--- src/rtl/cmp_flags_unit.sv ---
// ============================================================================
//  Module      : cmp_flags_unit
//  Description : Registered Z/N/C/V flag unit. Captures flags from an ALU
//                result under a per-flag write mask, evaluates a 4-bit
//                condition code against the held flags, and keeps a
//                DEPTH-entry LIFO of flag snapshots for exception entry and
//                return.
//                Optional feature macro: CMP_FLAGS_STICKY_OV_EN (sticky
//                overflow bit `sov`, cleared by `sov_clr`).
//  Revision    : 1.0 - initial release
// ============================================================================
`default_nettype none

`ifndef ALU_FLAG_Z
`define ALU_FLAG_Z 0
`endif
`ifndef ALU_FLAG_N
`define ALU_FLAG_N 1
`endif
`ifndef ALU_FLAG_C
`define ALU_FLAG_C 2
`endif
`ifndef ALU_FLAG_V
`define ALU_FLAG_V 3
`endif

module cmp_flags_unit #(
    parameter int WIDTH = 32,
    parameter int DEPTH = 4
) (
    input  logic             clk,
    input  logic             rst,
    input  logic             upd_valid,
    input  logic [3:0]       upd_mask,
    input  logic [WIDTH-1:0] y,
    input  logic             carry_in,
    input  logic             overflow_in,
    output logic [3:0]       flags,
    input  logic [3:0]       cond,
    output logic             cond_true,
    input  logic             push,
    input  logic             pop,
    output logic             stk_full,
    output logic             stk_empty,
    output logic             stk_err,
    output logic             sov,
    input  logic             sov_clr
);

    // Occupancy needs to represent 0..DEPTH; stack address needs 0..DEPTH-1.
    localparam int c_CW = $clog2(DEPTH + 1);
    localparam int c_AW = (DEPTH > 1) ? $clog2(DEPTH) : 1;

    logic [3:0]      r_flags;
    logic [c_CW-1:0] r_count;
    logic [3:0]      r_stack [DEPTH];
    logic            r_err;

    logic [3:0]      w_cand;
    logic [3:0]      w_base;
    logic [3:0]      w_flags_nxt;
    logic            w_full;
    logic            w_empty;
    logic            w_push_ok;
    logic            w_pop_ok;
    logic            w_misuse;
    logic [c_AW-1:0] w_top_idx;
    logic [c_AW-1:0] w_wr_idx;
    logic            w_z;
    logic            w_n;
    logic            w_c;
    logic            w_v;

    assign w_full    = (r_count == c_CW'(DEPTH));
    assign w_empty   = (r_count == '0);

    // Simultaneous push and pop is treated as misuse: neither takes effect.
    assign w_push_ok = push & ~pop & ~w_full;
    assign w_pop_ok  = pop & ~push & ~w_empty;
    assign w_misuse  = (push & pop) | (push & w_full) | (pop & w_empty);

    assign w_top_idx = c_AW'(r_count - 1'b1);
    assign w_wr_idx  = c_AW'(r_count);

    // Candidate flags straight from the ALU result and adder status.
    always_comb begin
        w_cand              = 4'b0000;
        w_cand[`ALU_FLAG_Z] = (y == '0);
        w_cand[`ALU_FLAG_N] = y[WIDTH-1];
        w_cand[`ALU_FLAG_C] = carry_in;
        w_cand[`ALU_FLAG_V] = overflow_in;
    end

    // A restore supplies the base value; masked update bits override it.
    assign w_base      = w_pop_ok ? r_stack[w_top_idx] : r_flags;
    assign w_flags_nxt = upd_valid ? ((w_base & ~upd_mask) | (w_cand & upd_mask))
                                   : w_base;

    // Flag register, stack occupancy and sticky misuse indicator.
    always_ff @(posedge clk) begin
        if (rst) begin
            r_flags <= 4'b0000;
            r_count <= '0;
            r_err   <= 1'b0;
        end else begin
            r_flags <= w_flags_nxt;
            if (w_push_ok) begin
                r_count <= r_count + 1'b1;
            end else if (w_pop_ok) begin
                r_count <= r_count - 1'b1;
            end
            if (w_misuse) begin
                r_err <= 1'b1;
            end
        end
    end

    // Stack storage; saves the pre-update flags. Contents need no reset.
    always_ff @(posedge clk) begin
        if (!rst && w_push_ok) begin
            r_stack[w_wr_idx] <= r_flags;
        end
    end

    assign w_z = r_flags[`ALU_FLAG_Z];
    assign w_n = r_flags[`ALU_FLAG_N];
    assign w_c = r_flags[`ALU_FLAG_C];
    assign w_v = r_flags[`ALU_FLAG_V];

    // Condition-code evaluation on the held flags only (no forwarding).
    always_comb begin
        cond_true = 1'b0;
        case (cond)
            4'd0:    cond_true = w_z;
            4'd1:    cond_true = ~w_z;
            4'd2:    cond_true = w_c;
            4'd3:    cond_true = ~w_c;
            4'd4:    cond_true = w_n;
            4'd5:    cond_true = ~w_n;
            4'd6:    cond_true = w_v;
            4'd7:    cond_true = ~w_v;
            4'd8:    cond_true = w_c & ~w_z;
            4'd9:    cond_true = ~w_c | w_z;
            4'd10:   cond_true = (w_n == w_v);
            4'd11:   cond_true = (w_n != w_v);
            4'd12:   cond_true = ~w_z & (w_n == w_v);
            4'd13:   cond_true = w_z | (w_n != w_v);
            4'd14:   cond_true = 1'b1;
            default: cond_true = 1'b0;
        endcase
    end

    assign flags     = r_flags;
    assign stk_full  = w_full;
    assign stk_empty = w_empty;
    assign stk_err   = r_err;

`ifdef CMP_FLAGS_STICKY_OV_EN
    logic r_sov;

    // Sticky overflow: a same-cycle set beats the clear.
    always_ff @(posedge clk) begin
        if (rst) begin
            r_sov <= 1'b0;
        end else if (upd_valid & upd_mask[`ALU_FLAG_V] & overflow_in) begin
            r_sov <= 1'b1;
        end else if (sov_clr) begin
            r_sov <= 1'b0;
        end
    end

    assign sov = r_sov;
`else
    // Feature disabled: constant zero, the clear input has no effect.
    assign sov = sov_clr & 1'b0;
`endif

endmodule

`default_nettype wire
--- config.mk ---
export PLATFORM = sky130hd
export DESIGN_NAME = cmp_flags_unit
export DESIGN_NICKNAME = d
export VERILOG_FILES = /design/src/rtl/cmp_flags_unit.sv
export SDC_FILE = /design/constraint.sdc
export NUM_CORES = 1
export LEC_CHECK = 0
export CELL_PAD_IN_SITES_DETAIL_PLACEMENT = 1
export CELL_PAD_IN_SITES_GLOBAL_PLACEMENT = 2
export CORE_MARGIN = 5
export CORE_UTILIZATION = 28
export CTS_BUF_LIST = sky130_fd_sc_hd__clkbuf_4
export DETAILED_ROUTE_END_ITERATION = 8
export PLACE_DENSITY_LB_ADDON = 0.1
export SLEW_MARGIN = 20
export SYNTH_ARGS = -nofsm -noshare
export SYNTH_HDL_FRONTEND = slang
export SYNTH_SLANG_ARGS = --single-unit
--- constraint.sdc ---
create_clock -name clk -period 3.1 [get_ports clk]
set_input_delay 0.62 -clock clk [delete_from_list [all_inputs] [get_ports clk]]
set_output_delay 0.62 -clock clk [all_outputs]
set_load 0.03 [all_outputs]
== Word level (Yosys, flattened, before mapping) ==
Memory sizes are Yosys's and may differ from the RTL's.
Cells that the tools add are included.
Storage, ports and cells
  memories kept: 1
  register bits after elaboration: 8
  RAM bits: 16
  input port bits: 48
  output and inout bits: 9
  logic and storage cells: 61
Cells by class
  equal/unequal tests: 17
  reductions and logical operators: 6
  add/sub/neg operators: 2
  multiplexer cells: 7
  bitwise logic cells: 25
Memory list
  r_stack: words 4, bits a word 4, rd ports 1, clocked after memory_dff 0, write ports 1, RTL line 56  | logic [3:0] r_stack [DEPTH];
Operator list (number)
  32-bit zero test: 1
  4-bit == test, second input constant: 7
  4-bit by 3-bit == test with 1-bit output, second input constant: 4
  1-bit case mux with 15 select lines: 1
  1-bit bitwise AND: 9
  4-bit bitwise AND: 2
  4-bit by 2-bit == test with 1-bit output, second input constant: 2
  4-bit 2-to-1 mux: 2
  1-bit NOT: 8
  3-bit 2-to-1 mux: 2
  4-bit by 1-bit == test with 1-bit output, second input constant: 1
  4-bit zero test: 1
  4-bit NOT: 1
  1-bit OR: 4
  4-bit OR: 1
  3-bit by 1-bit adder with 3-bit output, second input constant: 1
  3-bit == test, second input constant: 1
  3-bit zero test: 1
  3-bit by 1-bit subtractor with 3-bit output, second input constant: 1
  1-bit 2-to-1 mux: 2
  2-bit nonzero test: 1
  1-bit == test: 1
  1-bit logical AND: 1
  1-bit zero test: 1
  1-bit != test: 1

== Logic depth before layout (Yosys ltp) ==
Gate-level depths: netlist of the first run.
  word-level depth: 7
  depth in mapped cells: 7
  gate-level depth less buffers: 6

== Worst setup path after synthesis of the first run ==
OpenSTA, ideal clock, no wires.
  path type: register -> output
  start: reg r_flags[1], in the netlist flags[1]
  end: out cond_true
  setup slack: 0.627 ns
  required time: 2.480 ns
  path buffers: 0
  stages on the path, launching flop included: 5
  data arrival time: 1.853 ns
  cells stage by stage: dfxtp_1 > xor2_1 > o2bb2ai_1 > xnor2_1 > o311ai_1
Between the ends
  longest elaborated chain between the ends: 3
  elaborated cells on any way between the ends: 6
  classes of those cells: eq/ne: 2; mux: 1; bitwise: 3
Ends and longest elaborated chain
  start, declared: RTL line 54  | logic [3:0] r_flags;
  start signal, assigned: RTL line 106  | r_flags <= w_flags_nxt;
  1-bit != test or 1-bit == test (tied branches)
  1-bit OR or 1-bit bitwise AND (tied branches): RTL line 147, 146
  1-bit case mux with 15 select lines (*): RTL line 133  | case (cond)
  end, declared: RTL line 40  | output logic cond_true,
Every way passes the cells marked *; elsewhere a longest branch is shown, timed or not.

== Worst setup path after layout of the first run ==
  start: in cond[1]
  end: out cond_true
Between the ends
  longest elaborated chain between the ends: 2
  elaborated cells on any way between the ends: 16
  classes of those cells: eq/ne: 14; mux: 1; reduce/logical: 1
Ends and longest elaborated chain
  start, declared: RTL line 39  | input logic [3:0] cond,
  4-bit == test (tied with other cells): RTL line 133
  1-bit case mux with 15 select lines (*): RTL line 133
Marks and branches as above.

==> impl_metrics.yaml, run 1 <==
sta:
  timing.final.crit_share_pct: 88.3
  clock.fmax_mhz: 365
  slew_viol_final: 0
  setup_viol: 0
  grt_setup_unrepaired: "false"
  min_period_ns: 2.74
  setup_tns_ns: 0
  hold_violations: 0
  clock_skew_ns: 0.00914
synth:
  synth-main-ff-cell: "edfxtp_1"
  avgSynthCellArea_um2: 11.4
  synth_edf_count: 16
  synth_area_um2: 1360
  yosysWarnings: 0
  seq_area_frac_synth_pct: 47.0
  ys_ff_latch: 24
  netlist_instances: 120
  syn_nets: 173
  yosysUniqueCellTypes: 42
  synth_async_sr_flop_share_pct: 0
layout:
  seqCellArea_um2: 641
  diodes: 0
  areaGrowthSynthToFinish_pct: 47.8
  n_fill_cell: 526
  drive_gt1_share_pct: 7.39
  multi_input_area_um2: 671
  nNetsFinal: 230
  final_cells: 243
critical_path:
  slowest_stage: "clkdlybuf4s50_1"
  crit_type: "in -> out"
  required_ns: 2.48
  crit_path_end_kind: "output port"
  critical_path.top_delay_family: "buffers and inverters"
  start_kind: "input port"
  cp-endpoint: "cond_true"
  crit_start: "cond[1]"
  critPathArrivalTime_ns: 2.12
  cp_slowest_stage_delay_ns: 0.54
  crit_buf_inv: 2
  crit_chain: "clkdlybuf4s50_1 > and3b_1 > a22o_1 > a32oi_1 > o311ai_1 > buf_4"
  worstRegToRegCells: 7
  crit_cells: 6
  r2r_start: "r_count[0]"
  crit_fanout: 7
  rrSetupSlack_ns: 1.15
  worstReg2RegEnd: "r_stack[3][3]"
hold_path:
  min-delay-path-class: "reg -> reg"
die:
  die_h_um: 79.8
  rows: 25
  io_pins: 57
  initial_core_util_pct: 28.9
  fp.dieW_um: 79.8
  core_um2: 4720
  die-area_um2: 6370
pwr:
  p_leak_uw: 0.000729
  p_per_area_nw_per_um2: 408
  ir_drop_mv: 0.236
global_route:
  grt_remaining_overflow: 0
  grt_pass1_vias: 1248
  grt_antenna_before_repair: 0
  grt_pass1_wl_mm: 6.27
  grt_max_degree: 15
  grtUsageTotal_pct: 12.8
cts:
  root_buffer: "clkbuf_4"
  cts_buffers: 3
  cts_max_level: 1
  insertion_delay_ns: 0.31
  path_clk_slew_ns: 0.14
  cts_hold_buffers: 0
  cts_tree: "built"
  cts.sinks: 24
  clockBufferDepth: 2
  cts_resized: 0
  cts_setup_buffers: 0
drt:
  postRouteAntennaNets: 0
  drc: 0
  wire_per_inst_um: 16.2
  wl_mm: 3.94
  vias_per_cell: 4.86
  drt_iter0_markers: 28
  drtPass1Iterations: 4
  vias: 1182
place:
  io_buffer_count: 54
  place_hpwl_mm: 3.18
  place_congestion: 0.748
  place_inst: 239
status:
  outcome: "finished clean"
run:
  drv_cap: 0
==> worst min-delay path, delay by kind of cell (launching register included) <==
family	cells	cell delay (ns)
compound gates	1	0.05
flops	1	0.35
simple gates	1	0.09
==> synth_stat cells, types with 3 or more instances <==
cell | count | area (µm²)
a311oi_1 | 3 | 26.3
nand3_1 | 9 | 45.0
nor2b_1 | 3 | 18.8
a21oi_1 | 3 | 15.0
nor4_1 | 7 | 43.8
and2_1 | 4 | 25.0
nand2_1 | 11 | 41.3
mux4_1 | 3 | 78.8
nor2_1 | 7 | 26.3
ha_1 | 5 | 62.6
edfxtp_1 | 16 | 480
dfxtp_1 | 8 | 160
inv_1 | 6 | 22.5
==> routing by layer <==
layer,vias to the layer above,GRT usage [%],part of all wire [%]
li1,576,-,-
met1,571,17.1,46
met2,33,21.1,46
met3,2,4.06,7.4
met4,0,1.52,0.33
met5,-,0,0
==> state kept, by name, summed over array words and instances, names as in the netlist <==
| signal | cells |
|---|---|
| flags | 4 |
| r_count | 3 |
| r_stack | 16 |
| stk_err | 1 |
==> cell usage in the layout (no fill, tap or decap), types with 4 or more instances in the layout <==
master,Yosys,final
clkdlybuf4s50_1,0,53
edfxtp_1,16,16
nand2_1,11,11
nand3_1,9,9
dfxtp_1,8,8
nor2_1,7,7
nor4_1,7,7
inv_1,6,6
ha_1,5,5
and2_1,4,4
==> cells by family after synthesis <==
| family | share of synthesized area (%) |
|---|---|
| fa+ha+maj | 4.59 |
| buf+inv | 3.85 |
| other cells | 0.275 |
| simple gates | 20.6 |
| compound gates | 11.2 |
| flops | 47.0 |
| xor+xnor | 1.93 |
| mux | 10.6 |
==> power by group <==
part / total, µW / switching (µW) / internal, µW
Clock: 225 / 93.9 / 131
Sequential: 371 / 15.5 / 356
Combinational: 227 / 105 / 122
Total: 823 / 214 / 609
==> through the flow <==
| stage | cell area (µm²) | setup WS, ns | hold slack, ns | power (µW) | utilization [%] |
|---|---|---|---|---|---|
| floorplan | 1360 | 0.627 | 0.478 | 495 | - |
| global placement | 1960 | 0.420 | 0.468 | 602 | 41.6 |
| detailed placement | 1960 | 0.350 | 0.496 | 609 | 41.6 |
| CTS | 2020 | 0.350 | 0.529 | 837 | 42.7 |
| global route | 2020 | 0.244 | 0.579 | 869 | 42.7 |
| finish | 2020 | 0.364 | 0.520 | 823 | 42.7 |
==> area by class of cell <==
cell class,instances,share of cell area (%)
Clock inverter,1,1.49
Timing Repair Buffer,55,27.1
Clock buffer,3,1.12
Inverter,6,1.12
Tap cell,67,4.16
Sequential cell,24,31.8
Multi-Input combinational cell,87,33.3
==> worst min-delay path by stage <==
| stage | start | to | depth (start not counted) |
|---|---|---|---|
| global route | stk_err | stk_err | 2 |
| detailed placement | stk_err | stk_err | 2 |
| global placement | stk_err | stk_err | 2 |
| floorplan | r_count[1] | r_count[1] | 2 |
| CTS | stk_err | stk_err | 2 |
| finish | stk_err | stk_err | 2 |
Power figures use the tool's default switching activity.
==> run 2: changes to the inputs <==
--- a/config.mk
+++ b/config.mk
@@ -6,9 +6,9 @@
 export NUM_CORES = 1
 export LEC_CHECK = 0
 export CELL_PAD_IN_SITES_DETAIL_PLACEMENT = 1
-export CELL_PAD_IN_SITES_GLOBAL_PLACEMENT = 2
+export CELL_PAD_IN_SITES_GLOBAL_PLACEMENT = 1
 export CORE_MARGIN = 5
-export CORE_UTILIZATION = 28
+export CORE_UTILIZATION = 36
 export CTS_BUF_LIST = sky130_fd_sc_hd__clkbuf_4
 export DETAILED_ROUTE_END_ITERATION = 8
 export PLACE_DENSITY_LB_ADDON = 0.1
==> run 2 against run 1 <==
Effect of this change: sequential share of layout area rose by 0.50 points; clock skew down 0.0036 ns; flip-flop and latch count unchanged; utilization rose by 12 points; largest power group unchanged.
==> impl_metrics.yaml, run 2 (synthesis results as in run 1) <==
layout:
  largest_register_ffs: 16
  nNetsFinal: 229
  diodes: 0
  top_register: "r_stack"
  multi_input_area_um2: 671
  fin_util_pct: 54.2
  seqCellArea_um2: 641
  areaGrowthSynthToFinish_pct: 45.5
  mostFrequentLayoutCells: "53 x clkdlybuf4s50_1, 16 x edfxtp_1, 11 x nand2_1"
  drive_gt1_share_pct: 6.86
  layout_commonest_cell: "clkdlybuf4s50_1"
  n_fill_cell: 398
  final_cells: 223
die:
  fp.dieW_um: 71.6
  die-area_um2: 5120
  die_h_um: 71.6
  core_um2: 3660
  initial_core_util_pct: 37.3
  rows: 22
  io_pins: 57
pwr:
  p_per_area_nw_per_um2: 413
  ir_drop_mv: 0.333
  totalPowerFinal_uw: 820
  p_leak_uw: 0.000723
hold_path:
  min-delay-path-class: "reg -> reg"
critical_path:
  crit_type: "reg -> out"
  critPathArrivalTime_ns: 2.17
  r2r_start: "r_count[0]"
  cp-endpoint: "stk_empty"
  cp_slowest_stage_delay_ns: 0.62
  crit_fanout: 9
  rrSetupSlack_ns: 0.92
  required_ns: 2.48
  worstRegToRegCells: 6
  crit_path_end_kind: "output port"
  cpMostUsedCell: "inv_1"
  slowest_stage: "dfxtp_1"
  start_kind: "flop"
  crit_chain: "inv_1 > ha_1 > nand2b_4 > inv_1 > clkdlybuf4s50_1"
  worstReg2RegEnd: "r_stack[3][0]"
  crit_start: "r_count[0]"
cts:
  cts_tree: "built"
  root_buffer: "clkbuf_4"
  cts_max_level: 1
  cts_setup_buffers: 0
  clockBufferDepth: 2
  insertion_delay_ns: 0.31
  path_clk_slew_ns: 0.13
  cts.sinks: 24
  cts_hold_buffers: 0
  cts_buffers: 3
  cts_resized: 0
drt:
  vias: 1149
  drtPass1Iterations: 4
  postRouteAntennaNets: 0
  drt_iter0_markers: 27
  wire_per_inst_um: 17.0
  drc: 0
  wl_mm: 3.79
  vias_per_cell: 5.15
sta:
  clock.fmax_mhz: 358
  slew_viol_final: 0
  clock_skew_ns: 0.00558
  grt_setup_unrepaired: "false"
  timing.final.crit_share_pct: 90.0
  setup_tns_ns: 0
  hold_violations: 0
  setup_viol: 0
  min_period_ns: 2.79
place:
  io_buffer_count: 54
  place_inst: 219
  place_congestion: 0.782
  place_hpwl_mm: 3.02
global_route:
  grtUsageTotal_pct: 15.4
  grt_remaining_overflow: 0
  grt_antenna_before_repair: 0
  grt_pass1_wl_mm: 6.18
  grt_max_degree: 15
  grt_pass1_vias: 1216
run:
  drv_cap: 0
status:
  outcome: "finished clean"
[run 2: cell types whose count changed in the layout (fill, tap and decap cells not counted), sizes merged]
cell | previous run | this run
buf | 2 | 1
[run 2: per-layer routing]
metal	routed length (µm)	up-vias	GRT usage, %
met1	1650	538	19.3
met5	0	-	0
met3	281	2	4.07
met4	24	0	3.76
met2	1840	39	26.3
li1	-	570	-
[run 2: power by group]
part | internal, µW | leakage, µW | switching [µW] | total (µW)
combinational | 120 | 0.000481 | 98.3 | 219
sequential | 356 | 0.000215 | 20.6 | 376
clock | 131 | 0.0000279 | 94.1 | 225
[run 2: layout make-up]
type | instances | area share, %
clock buffers | 3 | 1.13
well taps | 48 | 3.03
clock inverters | 1 | 1.51
repair buffers | 54 | 27.1
flip-flops and latches | 24 | 32.3
inverters | 6 | 1.13
multi-input cells | 87 | 33.8
[run 2: per-stage QoR]
step | area (µm²) | worst slack, ns | hold WS (ns)
6_report | 1980 | 0.310 | 0.526
2_1_floorplan | 1360 | 0.627 | 0.478
3_3_place_gp | 1930 | 0.443 | 0.474
4_1_cts | 1980 | 0.277 | 0.530
3_5_place_dp | 1930 | 0.340 | 0.496
5_1_grt | 1980 | 0.180 | 0.574
[run 2: worst max-delay path: cells and delay by family (launching register included)]
kind	cells	cell delay, ns
buf+inv	3	0.79
fa+ha+maj	1	0.31
simple gates	1	0.14
flops	1	0.62
[run 2: worst min path at each step]
stage / from / end / slack [ns] / depth (start not counted)
2_1_floorplan: r_count[1] / r_count[1] / 0.48 / 2
3_5_place_dp: stk_err / stk_err / 0.50 / 2
6_report: stk_err / stk_err / 0.53 / 2
3_3_place_gp: stk_err / stk_err / 0.47 / 2
5_1_grt: r_count[1] / r_count[1] / 0.57 / 2
4_1_cts: stk_err / stk_err / 0.53 / 2
